`src/rtl/if_fetch_unit_if.sv`:
```
// Fetch-stage bus bundle.
// Purpose : groups the instruction-memory, decode-handshake and redirect
//           signals of if_fetch_unit into one port.
// Signals : imem_req/imem_addr      read request to instruction memory
//           imem_rvalid/imem_rdata  in-order read response
//           instr_valid/instr_ready/instr_out/instr_pc  handshake to IF/ID
//           redirect_sel/br_pc/cond_addr26/cond_addr19/br_reg_target
//                                   branch redirect from decode/execute
// Modports: master = fetch unit, slave = memory/decode/branch side.
interface if_fetch_unit_if;
   logic        imem_req;
   logic [63:0] imem_addr;
   logic        imem_rvalid;
   logic [31:0] imem_rdata;
   logic        instr_valid;
   logic        instr_ready;
   logic [31:0] instr_out;
   logic [63:0] instr_pc;
   logic [1:0]  redirect_sel;
   logic [63:0] br_pc;
   logic [25:0] cond_addr26;
   logic [18:0] cond_addr19;
   logic [63:0] br_reg_target;

   modport master (
      output imem_req, imem_addr, instr_valid, instr_out, instr_pc,
      input  imem_rvalid, imem_rdata, instr_ready, redirect_sel, br_pc,
             cond_addr26, cond_addr19, br_reg_target
   );

   modport slave (
      input  imem_req, imem_addr, instr_valid, instr_out, instr_pc,
      output imem_rvalid, imem_rdata, instr_ready, redirect_sel, br_pc,
             cond_addr26, cond_addr19, br_reg_target
   );
endinterface

```
`src/rtl/if_fetch_unit.sv`:
```
// LEGv8 instruction fetch stage.
// Purpose : holds the PC, issues single-outstanding reads to instruction
//           memory, buffers returned words (with their PC) in a 2-entry
//           FIFO and presents them to decode over valid/ready. Computes
//           branch redirect targets and flushes wrong-path state.
// Ports   : clk, reset (synchronous, active-high)
//           bus (if_fetch_unit_if.master) - memory, decode and redirect
//
// state      | meaning
// -----------+--------------------------------------------------------
// RUN        | normal fetch, requests may issue
// FLUSH_WAIT | redirected while a read was in flight; drop its response
module if_fetch_unit #(
   parameter logic [63:0] RESET_PC  = 64'h0,
   parameter logic [31:0] NOP_INSTR = 32'hFFFF_FFFF
) (
   input logic             clk,
   input logic             reset,
   if_fetch_unit_if.master bus
);
   typedef enum logic {RUN = 1'b0, FLUSH_WAIT = 1'b1} state_t;

   state_t      state, state_nxt;
   logic [63:0] pc, req_pc, target;
   logic        outstanding;
   logic [31:0] fifo_instr [2];
   logic [63:0] fifo_pc [2];
   logic        wr_ptr, rd_ptr;
   logic [1:0]  count;
   logic        redirect, rsp, push, pop, issue, instr_valid;
   logic [2:0]  occupancy;

   assign redirect    = bus.redirect_sel != 2'b00;
   assign rsp         = outstanding && bus.imem_rvalid;
   assign instr_valid = count != 2'd0;
   assign pop         = instr_valid && bus.instr_ready;
   assign push        = (state == RUN) && !redirect && rsp;

   // Slots committed after this cycle: FIFO after the pop plus the word in
   // flight (which lands this cycle if rvalid is up). Counting the pop keeps
   // one instruction per cycle; counting the in-flight word keeps a push
   // from ever reaching a full FIFO.
   assign occupancy = {1'b0, count} - {2'b00, pop} + {2'b00, outstanding};

   always_comb begin
      target = pc;
      case (bus.redirect_sel)
         2'b01:   target = bus.br_pc + {{36{bus.cond_addr26[25]}}, bus.cond_addr26, 2'b00};
         2'b11:   target = bus.br_pc + {{43{bus.cond_addr19[18]}}, bus.cond_addr19, 2'b00};
         2'b10:   target = bus.br_reg_target;
         default: target = pc;
      endcase
   end

   always_ff @(posedge clk) begin
      if (reset) state <= RUN;
      else       state <= state_nxt;
   end

   always_comb begin
      state_nxt = state;
      if (redirect || state == FLUSH_WAIT)
         state_nxt = (outstanding && !bus.imem_rvalid) ? FLUSH_WAIT : RUN;
   end

   always_comb begin
      issue = 1'b0;
      if (state == RUN && !reset && !redirect &&
          (!outstanding || bus.imem_rvalid) && occupancy < 3'd2)
         issue = 1'b1;
   end

   assign bus.imem_req  = issue;
   assign bus.imem_addr = pc;

   always_ff @(posedge clk) begin
      if (reset) begin
         pc          <= RESET_PC;
         req_pc      <= 64'h0;
         outstanding <= 1'b0;
         count       <= 2'd0;
         wr_ptr      <= 1'b0;
         rd_ptr      <= 1'b0;
      end else if (redirect) begin
         pc          <= target;
         // a response arriving now is the stale one; otherwise it is still due
         outstanding <= outstanding && !bus.imem_rvalid;
         count       <= 2'd0;
         wr_ptr      <= 1'b0;
         rd_ptr      <= 1'b0;
      end else begin
         if (issue) begin
            pc     <= pc + 64'd4;
            req_pc <= pc;
         end
         if (issue)                outstanding <= 1'b1;
         else if (bus.imem_rvalid) outstanding <= 1'b0;
         if (push) wr_ptr <= ~wr_ptr;
         if (pop)  rd_ptr <= ~rd_ptr;
         count <= count + {1'b0, push} - {1'b0, pop};
      end
   end

   always_ff @(posedge clk) begin
      if (push) begin
         fifo_instr[wr_ptr] <= bus.imem_rdata;
         fifo_pc[wr_ptr]    <= req_pc;
      end
   end

   assign bus.instr_valid = instr_valid;
   assign bus.instr_out   = instr_valid ? fifo_instr[rd_ptr] : NOP_INSTR;
   assign bus.instr_pc    = instr_valid ? fifo_pc[rd_ptr] : 64'h0;
endmodule

```
`src/flat_wrapper.sv`:
```
// flat-port wrapper written by rule: the top's interface ports become plain ports
module if_fetch_unit_flat 
#(
   parameter logic [63:0] RESET_PC  = 64'h0,
   parameter logic [31:0] NOP_INSTR = 32'hFFFF_FFFF
)
  (clk, reset, bus_imem_req, bus_imem_addr, bus_instr_valid, bus_instr_out, bus_instr_pc, bus_imem_rvalid, bus_imem_rdata, bus_instr_ready, bus_redirect_sel, bus_br_pc, bus_cond_addr26, bus_cond_addr19, bus_br_reg_target);
  if_fetch_unit_if bus_i ();
  input logic clk;
  input logic reset;
  output wire logic [$bits(bus_i.imem_req)-1:0] bus_imem_req;
  output wire logic [$bits(bus_i.imem_addr)-1:0] bus_imem_addr;
  output wire logic [$bits(bus_i.instr_valid)-1:0] bus_instr_valid;
  output wire logic [$bits(bus_i.instr_out)-1:0] bus_instr_out;
  output wire logic [$bits(bus_i.instr_pc)-1:0] bus_instr_pc;
  input wire logic [$bits(bus_i.imem_rvalid)-1:0] bus_imem_rvalid;
  input wire logic [$bits(bus_i.imem_rdata)-1:0] bus_imem_rdata;
  input wire logic [$bits(bus_i.instr_ready)-1:0] bus_instr_ready;
  input wire logic [$bits(bus_i.redirect_sel)-1:0] bus_redirect_sel;
  input wire logic [$bits(bus_i.br_pc)-1:0] bus_br_pc;
  input wire logic [$bits(bus_i.cond_addr26)-1:0] bus_cond_addr26;
  input wire logic [$bits(bus_i.cond_addr19)-1:0] bus_cond_addr19;
  input wire logic [$bits(bus_i.br_reg_target)-1:0] bus_br_reg_target;
  assign bus_imem_req = bus_i.imem_req;
  assign bus_imem_addr = bus_i.imem_addr;
  assign bus_instr_valid = bus_i.instr_valid;
  assign bus_instr_out = bus_i.instr_out;
  assign bus_instr_pc = bus_i.instr_pc;
  assign bus_i.imem_rvalid = bus_imem_rvalid;
  assign bus_i.imem_rdata = bus_imem_rdata;
  assign bus_i.instr_ready = bus_instr_ready;
  assign bus_i.redirect_sel = bus_redirect_sel;
  assign bus_i.br_pc = bus_br_pc;
  assign bus_i.cond_addr26 = bus_cond_addr26;
  assign bus_i.cond_addr19 = bus_cond_addr19;
  assign bus_i.br_reg_target = bus_br_reg_target;
  if_fetch_unit #(.RESET_PC(RESET_PC), .NOP_INSTR(NOP_INSTR)) u_core (.clk(clk), .reset(reset), .bus(bus_i));
endmodule
```
`config.mk`:
```
export PLATFORM = sky130hd
export DESIGN_NAME = if_fetch_unit_flat
export DESIGN_NICKNAME = d
export VERILOG_FILES = /design/src/rtl/if_fetch_unit_if.sv /design/src/rtl/if_fetch_unit.sv /design/src/flat_wrapper.sv
export SDC_FILE = /design/constraint.sdc
export NUM_CORES = 1
export LEC_CHECK = 0
export ABC_CLOCK_PERIOD_IN_PS = 8300
export BUFFER_PORTS_ARGS = -buffer_cell sky130_fd_sc_hd__buf_2
export CAP_MARGIN = 30
export CORE_MARGIN = 2
export CORE_UTILIZATION = 56
export CTS_BUF_LIST = sky130_fd_sc_hd__clkbuf_4 sky130_fd_sc_hd__clkbuf_8 sky130_fd_sc_hd__clkbuf_16
export CTS_CLUSTER_SIZE = 12
export DETAILED_ROUTE_END_ITERATION = 6
export PLACE_DENSITY = 0.81
export SYNTH_ARGS = -nofsm -noshare
export SYNTH_HDL_FRONTEND = slang
export SYNTH_SLANG_ARGS = --single-unit
export TNS_END_PERCENT = 20
```
`constraint.sdc`:
```
create_clock -name clk -period 8.3 [get_ports clk]
set_clock_uncertainty 0.15 [all_clocks]
set_input_delay 0.415 -clock clk [delete_from_list [all_inputs] [get_ports clk]]
set_output_delay 0.415 -clock clk [all_outputs]
set_load 0.01 [all_outputs]
```
Word level (Yosys, flattened, before mapping):

Memories as Yosys holds them, arrays and structs flattened. A register that Yosys moved wholly into a read port is not among the register bits.
Cells that the tools add are included.

* bits of input ports: 211
* register bits after elaboration: 134
* RAM bits: 192
* logic and storage cells: 63
* output and inout port bits: 162
* memories: 2

Memory list
* u_core.fifo_pc: words 2, bits a word 64, read ports 1, clocked after memory_dff 1, wr ports 1, RTL line if_fetch_unit.sv:27 `logic [63:0] fifo_pc [2];`
* u_core.fifo_instr: words 2, bits a word 32, read ports 1, clocked after memory_dff 1, wr ports 1, RTL line if_fetch_unit.sv:26 `logic [31:0] fifo_instr [2];`

* multiplexer cells: 16
* bitwise gates (word level): 4
* order comparisons: 1
* reduce and logical (&&, ||, !) cells: 22
* add/sub/neg operators: 7
* equality and inequality tests: 4

Operator list (number)
* $mux 64: 3
* $pmux 64 s3: 1
* $add 64x64->64: 2
* $add 64x3->64 const B: 1
* $mux 32: 1
* $mux 1: 11
* $logic_and 1x1->1: 9
* $reduce_bool 2->1: 3
* $eq 2x2->1 const B: 2
* $logic_not 1->1: 4
* $ne 4x4->1 const B: 1
* $not 1->1: 4
* $reduce_and 2->1: 2
* $add 3x1->3: 1
* $lt 3x2->1 const B: 1
* $reduce_bool 3->1: 1
* $sub 2x1->3: 1
* $add 2x1->2: 1
* $eq 2x1->1 const B: 1
* $logic_or 1x1->1: 2
* $reduce_or 2->1: 1
* $sub 2x1->2: 1

Depth between registers and ports, before layout:

Gate-level depths: netlist of run 1.

* depth after elaboration: 9
* gate-level depth with buffers: 17
* depth with buffers taken out: 16

Worst setup path before layout of run 1:

No wires, ideal clock.

* path kind: input to register
* start: input port bus_redirect_sel[0]
* end: memory u_core.fifo_instr[0][0] (enable)
* stages on the path: 6
* required time: 7587 ps
* setup slack: 2235 ps
* setup time: 563 ps
* data arrival time: 5352 ps
* buffers on the path: 1
* path through: clkbuf_1 inv_1 nand2_1 nor2_1 and3_1 nor2b_1

* longest elaborated chain between the ends: 6

Ends and longest elaborated chain
* start: declaration: RTL line flat_wrapper.sv:19 `input wire logic [$bits(bus_i.redirect_sel)-1:0] bus_redirect_sel;`
* $reduce_bool 2->1: RTL line if_fetch_unit.sv:33 `assign redirect = bus.redirect_sel != 2'b00;`
* $logic_not 1->1: RTL line if_fetch_unit.sv:37 `assign push = (state == RUN) && !redirect && rsp;`
* $logic_and 1x1->1 (2 in series): RTL line if_fetch_unit.sv:37
* named net u_core.push: RTL line if_fetch_unit.sv:30 `logic redirect, rsp, push, pop, issue, instr_valid;`
* $mux 1: RTL line if_fetch_unit.sv:105 `if (push) begin`
* $mux 1 (not written as such): RTL line if_fetch_unit.sv:106 `fifo_instr[wr_ptr] <= bus.imem_rdata;`
* end: declaration: RTL line if_fetch_unit.sv:26

The timed path passes the listed nets, and every way through them passes these cells.

Worst setup path in the final report of run 1:

* start: register u_core.count[1]
* end: register u_core.pc[54], in the netlist u_core.bus.imem_addr[54]

* longest elaborated chain between the ends: 9

Ends and longest elaborated chain
* start: declaration: RTL line if_fetch_unit.sv:29 `logic [1:0] count;`
* start signal: assignment: RTL line if_fetch_unit.sv:100 `count <= count + {1'b0, push} - {1'b0, pop};`
* $reduce_bool 2->1: RTL line if_fetch_unit.sv:35 `assign instr_valid = count != 2'd0;`
* $logic_and 1x1->1: RTL line if_fetch_unit.sv:36 `assign pop = instr_valid && bus.instr_ready;`
* named net u_core.pop: RTL line if_fetch_unit.sv:30
* $sub 2x1->3: RTL line if_fetch_unit.sv:43 `assign occupancy = {1'b0, count} - {2'b00, pop} + {2'b00, outstanding};`
* $add 3x1->3: RTL line if_fetch_unit.sv:43
* $lt 3x2->1: RTL line if_fetch_unit.sv:69 `(!outstanding || bus.imem_rvalid) && occupancy < 3'd2)`
* $logic_and 1x1->1: RTL line if_fetch_unit.sv:69
* $mux 1: RTL line if_fetch_unit.sv:68 `if (state == RUN && !reset && !redirect &&`
* $reduce_bool 2->1 (no line)
* $reduce_and 2->1 (no line)
* end signal: assignment: RTL line if_fetch_unit.sv:85 `pc <= target;`
* end signal: assignment: RTL line if_fetch_unit.sv:93 `pc <= pc + 64'd4;`
* end: declaration: RTL line if_fetch_unit.sv:24 `logic [63:0] pc, req_pc, target;`

The timed path passes the listed nets, and every way through them passes these cells.
A chain may end at the register's enable or synchronous reset.

==> summary.md, run 1 <==
| Metric | Value |
|---|---|
| # clock sinks | `327` |
| GR Util met2 | `0.586` |
| Crit path to | `u_core.bus.imem_addr[54]$_SDFFE_PP0P_` |
| Reg2Reg Launch Point | `u_core.count[1]$_SDFF_PP0_` |
| Max Slew Vio Count | `0` |
| Final Cycle Share | `0.686` |
| Setup violators final | `0` |
| Fraction of registers with async set or reset after synthesis | `0` |
| Worst Reg-to-Reg Cells | `18` |
| Total CTS buffers | `34` |
| Skew-Pair Late Insertion Delay | `520 ps` |
| Detailed router's first-iteration violation count | `approximately 1800` |
| VDD IR max | `between 0.1 and 0.15 mV` |
| PwrDens | `194 nW/um^2` |
| Internal power | `a little under 3000 uW` |
| Synth top cells by count | `nand2_1 (252), nor2_1 (206), edfxtp_1 (192)` |
| Critical path arrival | `just under 6000 ps` |
| Area growth syn-to-layout | `20.2%` |
| Total GRT Usage | `0.359` |
| First-pass GRT wire length | `92300 microns` |
| CTS root buffer | `clkbuf_16` |
| Maximum clock rate | `176 MHz` |
| Global route hottest layer | `met2` |
| Cells after Synth | `between 1500 and 2000` |
| Post-synth EDFFs | `approximately 190` |
| Share of layout cells above drive strength 1 | `0.224` |
| Gate power share | `0.190` |
| Reg clk slew, reported paths | `60 ps` |
| Register area share after synthesis | `0.473` |
| GR met3 Demand/Resource | `0.0711` |
| Largest net degree at the start of global routing | `between 90 and 100` |
| Initial antenna violation count | `2` |
| Synth Net Count | `between 2000 and 2500` |
| Synthesis Warnings | `0` |
| DRT Wirelength | `62000 microns` |
| Core ar. | `between 30000 and 40000 sq um` |
| Relative slew margins | `0.247` |
| Measured slew at the worst slew-check pin | `around 1100 ps` |
| Clock Path Buffers | `3` |
| GR Util met1 | `0.464` |
| Dpl hpwl | `~44000 microns` |
| Wire per inst | `23.3 microns` |
| Fin Hold WS | `about 19 ps` |
| R2R Path End | `u_core.bus.imem_addr[54]$_SDFFE_PP0P_` |
| Mean Syn Cell Area | `~9.5 sq um` |
| Worst Path Required | `8510 ps` |
| Worst Setup SP | `u_core.count[1]$_SDFF_PP0_` |
| FP Rows | `65` |
| Filler instances | `approximately 2400` |
| Clock power frac | `0.367` |
| DR vias/cell | `approximately 6.2` |
| CTS tree | `yes` |
| Distinct cell type count after synthesis | `82` |
| Ranking of synthesized cells by area | `edfxtp_1 (32%), dfxtp_1 (15%), mux2i_1 (6.4%)` |
| Sum of negative setup slack | `0 ps` |
| ANT nets after route | `0` |
| RSZ-0062 raised after global routing | `no` |
| Top Ports | `between 300 and 400` |
| Pre-Repair DR Iteration Count | `6` |
| # port buffers | `372` |
| Worst setup SP type | `register` |
| Die X | `~180 microns` |
| Netlist Area Pre-Place | `17900 sq um` |
| Die area | `~33000 sq um` |
| Total grt overflow | `0` |
| Starting Density | `0.567` |
| Switching pwr | `~1200 uW` |
| Hold Path Class | `input port to register` |
| Final hold vios | `0` |
| Setup Crit Path Kind | `register to register` |
| Design Power | `about 4200 uW` |
| Most common cell in the netlist | `nand2_1` |
| Share of the synthesized area in the top cell type | `0.322` |
| Fin crit period | `approximately 5700 ps` |
| Leading area contributor after synthesis | `edfxtp_1` |
| GP Congestion | `0.983` |
| CTS H-tree lvls | `2` |
| CP endpoint kind | `register` |
| Top FF cell, synth | `edfxtp_1` |
| Via count | `about 17000` |
| CP max FO | `57` |
| Die Y | `183 microns` |
| Drt drc | `0` |
| R2R Setup Slk | `2610 ps` |
| Lkg Pwr | `just under 0.009 uW` |
| Final nets | `approximately 2500` |
| Max-Cap Viols | `0` |
| Outcome | `complete, no violations` |
| Sequential power share | `0.443` |
| Net Sw Frac | `0.291` |
| FF+latch count, synth | `between 300 and 400` |
| Vias in the first global route | `between 15000 and 20000` |
-- repair_timing --
action / in CTS / in global routing
hold buffers: 32 / 0
endpoints found under the hold margin: 64 / 0
setup buffers: 0 / 0
resized for setup: 0 / 0
-- flip-flops by register name (all words and copies together) (netlist names), 2 cells and up, named ones only --
name                  cells
u_core.bus.imem_addr     64
u_core.fifo_instr        64
u_core.count              2
u_core.fifo_pc          128
u_core.req_pc            64
-- logic make-up after synthesis --
| kind of cell | Yosys count | synth area share |
|---|---|---|
| buf+inv | 147 | 0.0319 |
| xor+xnor | 87 | 0.0426 |
| mux | 134 | 0.0763 |
| simple gates | 651 | 0.164 |
| compound gates | 460 | 0.161 |
| fa+ha+maj | 73 | 0.0519 |
| flops | 327 | 0.473 |
-- how the worst min path moves through the flow --
stage | endpoint | startpoint | depth (start not counted)
6_report | u_core.bus.imem_addr[1]$_SDFFE_PP0P_ | bus_br_pc[1] | 3
5_1_grt | u_core.bus.imem_addr[1]$_SDFFE_PP0P_ | bus_br_pc[1] | 3
4_1_cts | u_core.bus.imem_addr[1]$_SDFFE_PP0P_ | bus_br_pc[1] | 3
3_5_place_dp | u_core.fifo_pc[1][48]$_DFFE_PP_ | u_core.req_pc[48]$_SDFFE_PP0P_ | 0
3_3_place_gp | u_core.fifo_pc[0][54]$_DFFE_PP_ | u_core.req_pc[54]$_SDFFE_PP0P_ | 0
2_1_floorplan | u_core.fifo_pc[0][0]$_DFFE_PP_ | u_core.req_pc[0]$_SDFFE_PP0P_ | 0
-- per-stage QoR --
step | instance area [sq um] | worst slack, ps | utilization | cells
after floorplan | 17900 | 2240 | - | 1879
after global placement | 20000 | 2900 | 0.633 | 2557
after detailed placement | 20000 | 2790 | 0.634 | 2559
after CTS | 21400 | 2730 | 0.679 | 2653
after global routing | 21500 | 2320 | 0.682 | 2658
final | 21500 | 2610 | 0.682 | 2659
-- cell usage in the layout, fill, tap and decap left out, types with 46 or more instances in the layout --
cell	n
mux2i_1	114
xnor2_1	52
edfxtp_1	192
ha_1	71
nor2_1	205
dfxtp_1	134
nor3_1	46
a21o_1	46
a21oi_1	183
o21ai_0	74
nand2_1	251
buf_2	371
-- worst max-delay path, stage by stage, from the launching register on --
cell and delay (ps):
dfxtp_1 390, nor2_4 140, clkinv_1 770, and2_1 550
ha_1 300, nand2b_1 150, fa_1 380, xor2_1 180
nor4b_4 220, buf_4 300, nand2_4 70, inv_2 720
buf_4 470, nand3_1 120, nor2_1 130, xnor2_1 130
nand2_1 80, o211ai_1 130, o31ai_1 100
-- final cells by class --
class	count	area (sq um)	share of cell area
Tap cell	402	503	0.0234
Timing Repair Buffer	423	2390	0.111
Sequential cell	327	8470	0.394
Clock inverter	6	72.6	0.00337
Inverter	37	139	0.00645
Multi-Input combinational cell	1405	8900	0.413
Antenna cell	3	7.51	0.000349
Clock buffer	56	1030	0.0481
-- power groups by stage --
stage / clock (uW) / sequential, uW / combinational [uW]
after global routing: 1590 / 1850 / 853
final: 1530 / 1850 / 794
after floorplan: 0 / 1860 / 466
after detailed placement: 0 / 1880 / 751
after CTS: 1510 / 1840 / 770
after global placement: 0 / 1880 / 746
-- metal layers --
layer | up-vias | wire (microns)
li1 | 7556 | -
met1 | 7862 | 23800
met2 | 1014 | 28800
met3 | 139 | 6470
met4 | 0 | 2950
met5 | - | 0
Note: power is estimated with default switching activity, not from simulation.
==> run 2, diff against run 1 <==
- ABC_CLOCK_PERIOD_IN_PS: 8300 -> 4900
- CORE_UTILIZATION: 56 -> 50
- PLACE_DENSITY: 0.81 -> 0.77
- clock period: 8.3 -> 4.9 ns (I/O delays scaled with it)
==> run 2 against run 1 <==
Compared with the run above:
- final cell count is 3.1% higher
- sequential cell count unchanged
- global-route usage decreased by 5.0 points
==> summary.md, run 2 (same netlist as run 1, synthesis figures left out) <==
| Metric | Value |
|---|---|
| Outcome | `complete, no violations` |
| First-pass GRT wire length | `91100 microns (-1.3%)` |
| Worst setup SP type | `register` |
| CP max FO | `38 (-33%)` |
| Worst Path Required | `5120 ps (-3390 ps)` |
| Final Cycle Share | `0.851 (+0.166)` |
| Crit-path max cell delay | `460 ps (-310 ps)` |
| Total placed cells including tap cells | `2627 (+2.7%)` |
| Vias in the first global route | `15800 (-0.33%)` |
| Slowest CP cell | `nand2_1` |
| Reg with most FFs | `u_core.fifo_pc` |
| Total CTS buffers | `34 (unchanged)` |
| Wire per inst | `21.9 microns (-6.1%)` |
| Setup violators final | `0 (unchanged)` |
| Largest register FFs | `128 (unchanged)` |
| CP bufs+invs | `3 (-1)` |
| Hold Path Class | `input port to register` |
| Clock Path Buffers | `3 (unchanged)` |
| CTS root buffer | `clkbuf_16` |
| Worst Reg-to-Reg Cells | `14 (-4)` |
| Max-Cap Viols | `0 (unchanged)` |
| CTS tree | `yes` |
| Postcts setup bufs | `0 (unchanged)` |
| Final Util | `0.616 (-0.0659)` |
| CP endpoint kind | `register` |
| Total grt overflow | `0 (unchanged)` |
| GP Congestion | `0.995 (+1.2%)` |
| VDD IR max | `0.278 mV (+95%)` |
| R2R Path End | `u_core.bus.imem_addr[17]$_SDFFE_PP0P_` |
| Setup Crit Path Kind | `register to register` |
| PwrDens | `324 nW/um^2 (+67%)` |
| # clock sinks | `327 (unchanged)` |
| CTS H-tree lvls | `2 (unchanged)` |
| Measured slew at the worst slew-check pin | `996 ps (-105 ps)` |
| DR vias/cell | `5.94 (-4.6%)` |
| Final nets | `2537 (+1.0%)` |
| Starting Density | `0.506 (-0.0616)` |
| RSZ-0062 raised after global routing | `no` |
| Worst Min Path Start | `bus_br_reg_target[60]` |
| ANT nets after route | `0 (unchanged)` |
| Sequential Area | `8470 sq um (unchanged)` |
| # port buffers | `372 (unchanged)` |
| Sum of negative setup slack | `0 ps (unchanged)` |
| Share of layout cells above drive strength 1 | `0.224 (+0.000278)` |
| Reg clk slew, reported paths | `60 ps (about the same)` |
| Hold endpoint | `u_core.bus.imem_addr[60]$_SDFFE_PP0P_` |
| Area growth syn-to-layout | `21.8%` |
| Most frequent cells in the layout | `buf_2 (371), nand2_1 (251), nor2_1 (205)` |
| Skew-Pair Late Insertion Delay | `510 ps (about the same)` |
| Critical path arrival | `4390 ps (-1510 ps)` |
| Dpl hpwl | `45100 microns (+3.0%)` |
| Final hold vios | `0 (unchanged)` |
| Total GRT Usage | `0.310 (-0.0496)` |
| Reg2Reg Launch Point | `u_core.count[1]$_SDFF_PP0_` |
| Top Ports | `373 (unchanged)` |
| Cell mode on critical path | `buf_4` |
| Drt drc | `0 (unchanged)` |
| Pre-Repair DR Iteration Count | `5 (-1)` |
| Cells along the critical path | `nor2_4 -> clkinv_1 -> and2_1 -> ha_1 -> nand2b_1 -> fa_1 -> xor2_1 -> nor4b_4 -> nand2_4 -> buf_4 -> nand2_1 -> buf_4 -> nor2_1 -> a2111oi_0` |
| FP Rows | `69 (+6.2%)` |
| Die area | `37300 sq um (+12%)` |
| Maximum clock rate | `240 MHz (+36%)` |
| Via count | `16300 (-1.6%)` |
| Core ar. | `35400 sq um (+12%)` |
| Non-filler cells, final | `2742 (+3.1%)` |
| Fin crit period | `4170 ps (-1520 ps)` |
| Max Slew Vio Count | `0 (unchanged)` |
| Hold Path Depth | `3 (unchanged)` |
| Largest net degree at the start of global routing | `88 (-7.4%)` |
| # resized after CTS | `0 (unchanged)` |
| Initial antenna violation count | `3 (+1)` |
| Die Y | `193 microns (+5.7%)` |
| R2R Setup Slk | `730 ps (-1880 ps)` |
| Relative slew margins | `0.336 (+0.0891)` |
| Lkg Pwr | `0.00875 uW (+1.1%)` |
| Crit-path leading delay family | `simple AND/OR/NAND/NOR gates` |
| Die X | `193 microns (+5.7%)` |
| DRT Wirelength | `60100 microns (-3.1%)` |
| Multi-input combinational cell area | `8900 sq um (unchanged)` |
| Detailed router's first-iteration violation count | `1583 (-13%)` |
| Filler instances | `2954 (+23%)` |
| Commonest non-fill, non-tap cell in the layout | `buf_2` |
[run 2: cell count changes in the layout (fill, tap and decap cells not counted), sizes merged]
cell,before,now
clkbuf,56,57
buf,391,397
bufinv,1,2
inv,38,37
dlygate4sd3,32,51
clkinv,4,2
[run 2: how the worst max path moves through the flow]
| stage | startpoint | to | depth (start not counted) |
|---|---|---|---|
| 6_report | u_core.count[1]$_SDFF_PP0_ | u_core.bus.imem_addr[17]$_SDFFE_PP0P_ | 14 |
| 3_3_place_gp | bus_redirect_sel[1] | u_core.bus.imem_addr[48]$_SDFFE_PP0P_ | 14 |
| 2_1_floorplan | bus_redirect_sel[0] | u_core.bus.imem_addr[55]$_SDFFE_PP0P_ | 14 |
| 3_5_place_dp | bus_redirect_sel[1] | u_core.bus.imem_addr[48]$_SDFFE_PP0P_ | 14 |
| 5_1_grt | u_core.count[1]$_SDFF_PP0_ | u_core.bus.imem_addr[10]$_SDFFE_PP0P_ | 14 |
| 4_1_cts | u_core.count[1]$_SDFF_PP0_ | u_core.bus.imem_addr[17]$_SDFFE_PP0P_ | 14 |
[run 2: routing by layer]
metal / vias up / share of wire / GRT usage
met4: 0 / 0.043 / 0.125
met2: 773 / 0.46 / 0.502
li1: 7583 / - / -
met5: - / 0 / 0
met1: 7819 / 0.41 / 0.402
met3: 125 / 0.089 / 0.0699
[run 2: cell type report]
type                    instances  share of cell area
clock inverters                 4             0.00338
clock buffers                  57              0.0477
diodes                          3            0.000344
multi-input cells            1405               0.408
well taps                     461              0.0264
flip-flops and latches        327               0.388
inverters                      37             0.00637
repair buffers                448               0.119
[run 2: repair_timing]
| action | in CTS | in global routing |
|---|---|---|
| hold endpoints to repair | 82 | 0 |
| hold buffers | 51 | 0 |
| endpoints found under the setup margin | 0 | 0 |
[run 2: worst min-delay path, cell delays in order]
cell and delay, ps:
buf_2 120, o21ai_0 160, o32ai_1 90
[run 2: power by group]
part / internal [uW] / switching [uW]
Combinational: 535 / 825
Sequential: 2980 / 159
Clock: 1560 / 1010
[run 2: per-stage QoR]
step                setup WS, ps  total power [uW]  instance area [sq um]  hold slack [ps]
finish                       728              7070                  21800             8.56
global route                 416              7300                  21800             19.7
CTS                          784              7050                  21800             4.40
detailed placement           468              4470                  20200              288
global placement             645              4460                  20200              281
floorplan                    731              3940                  17900              194
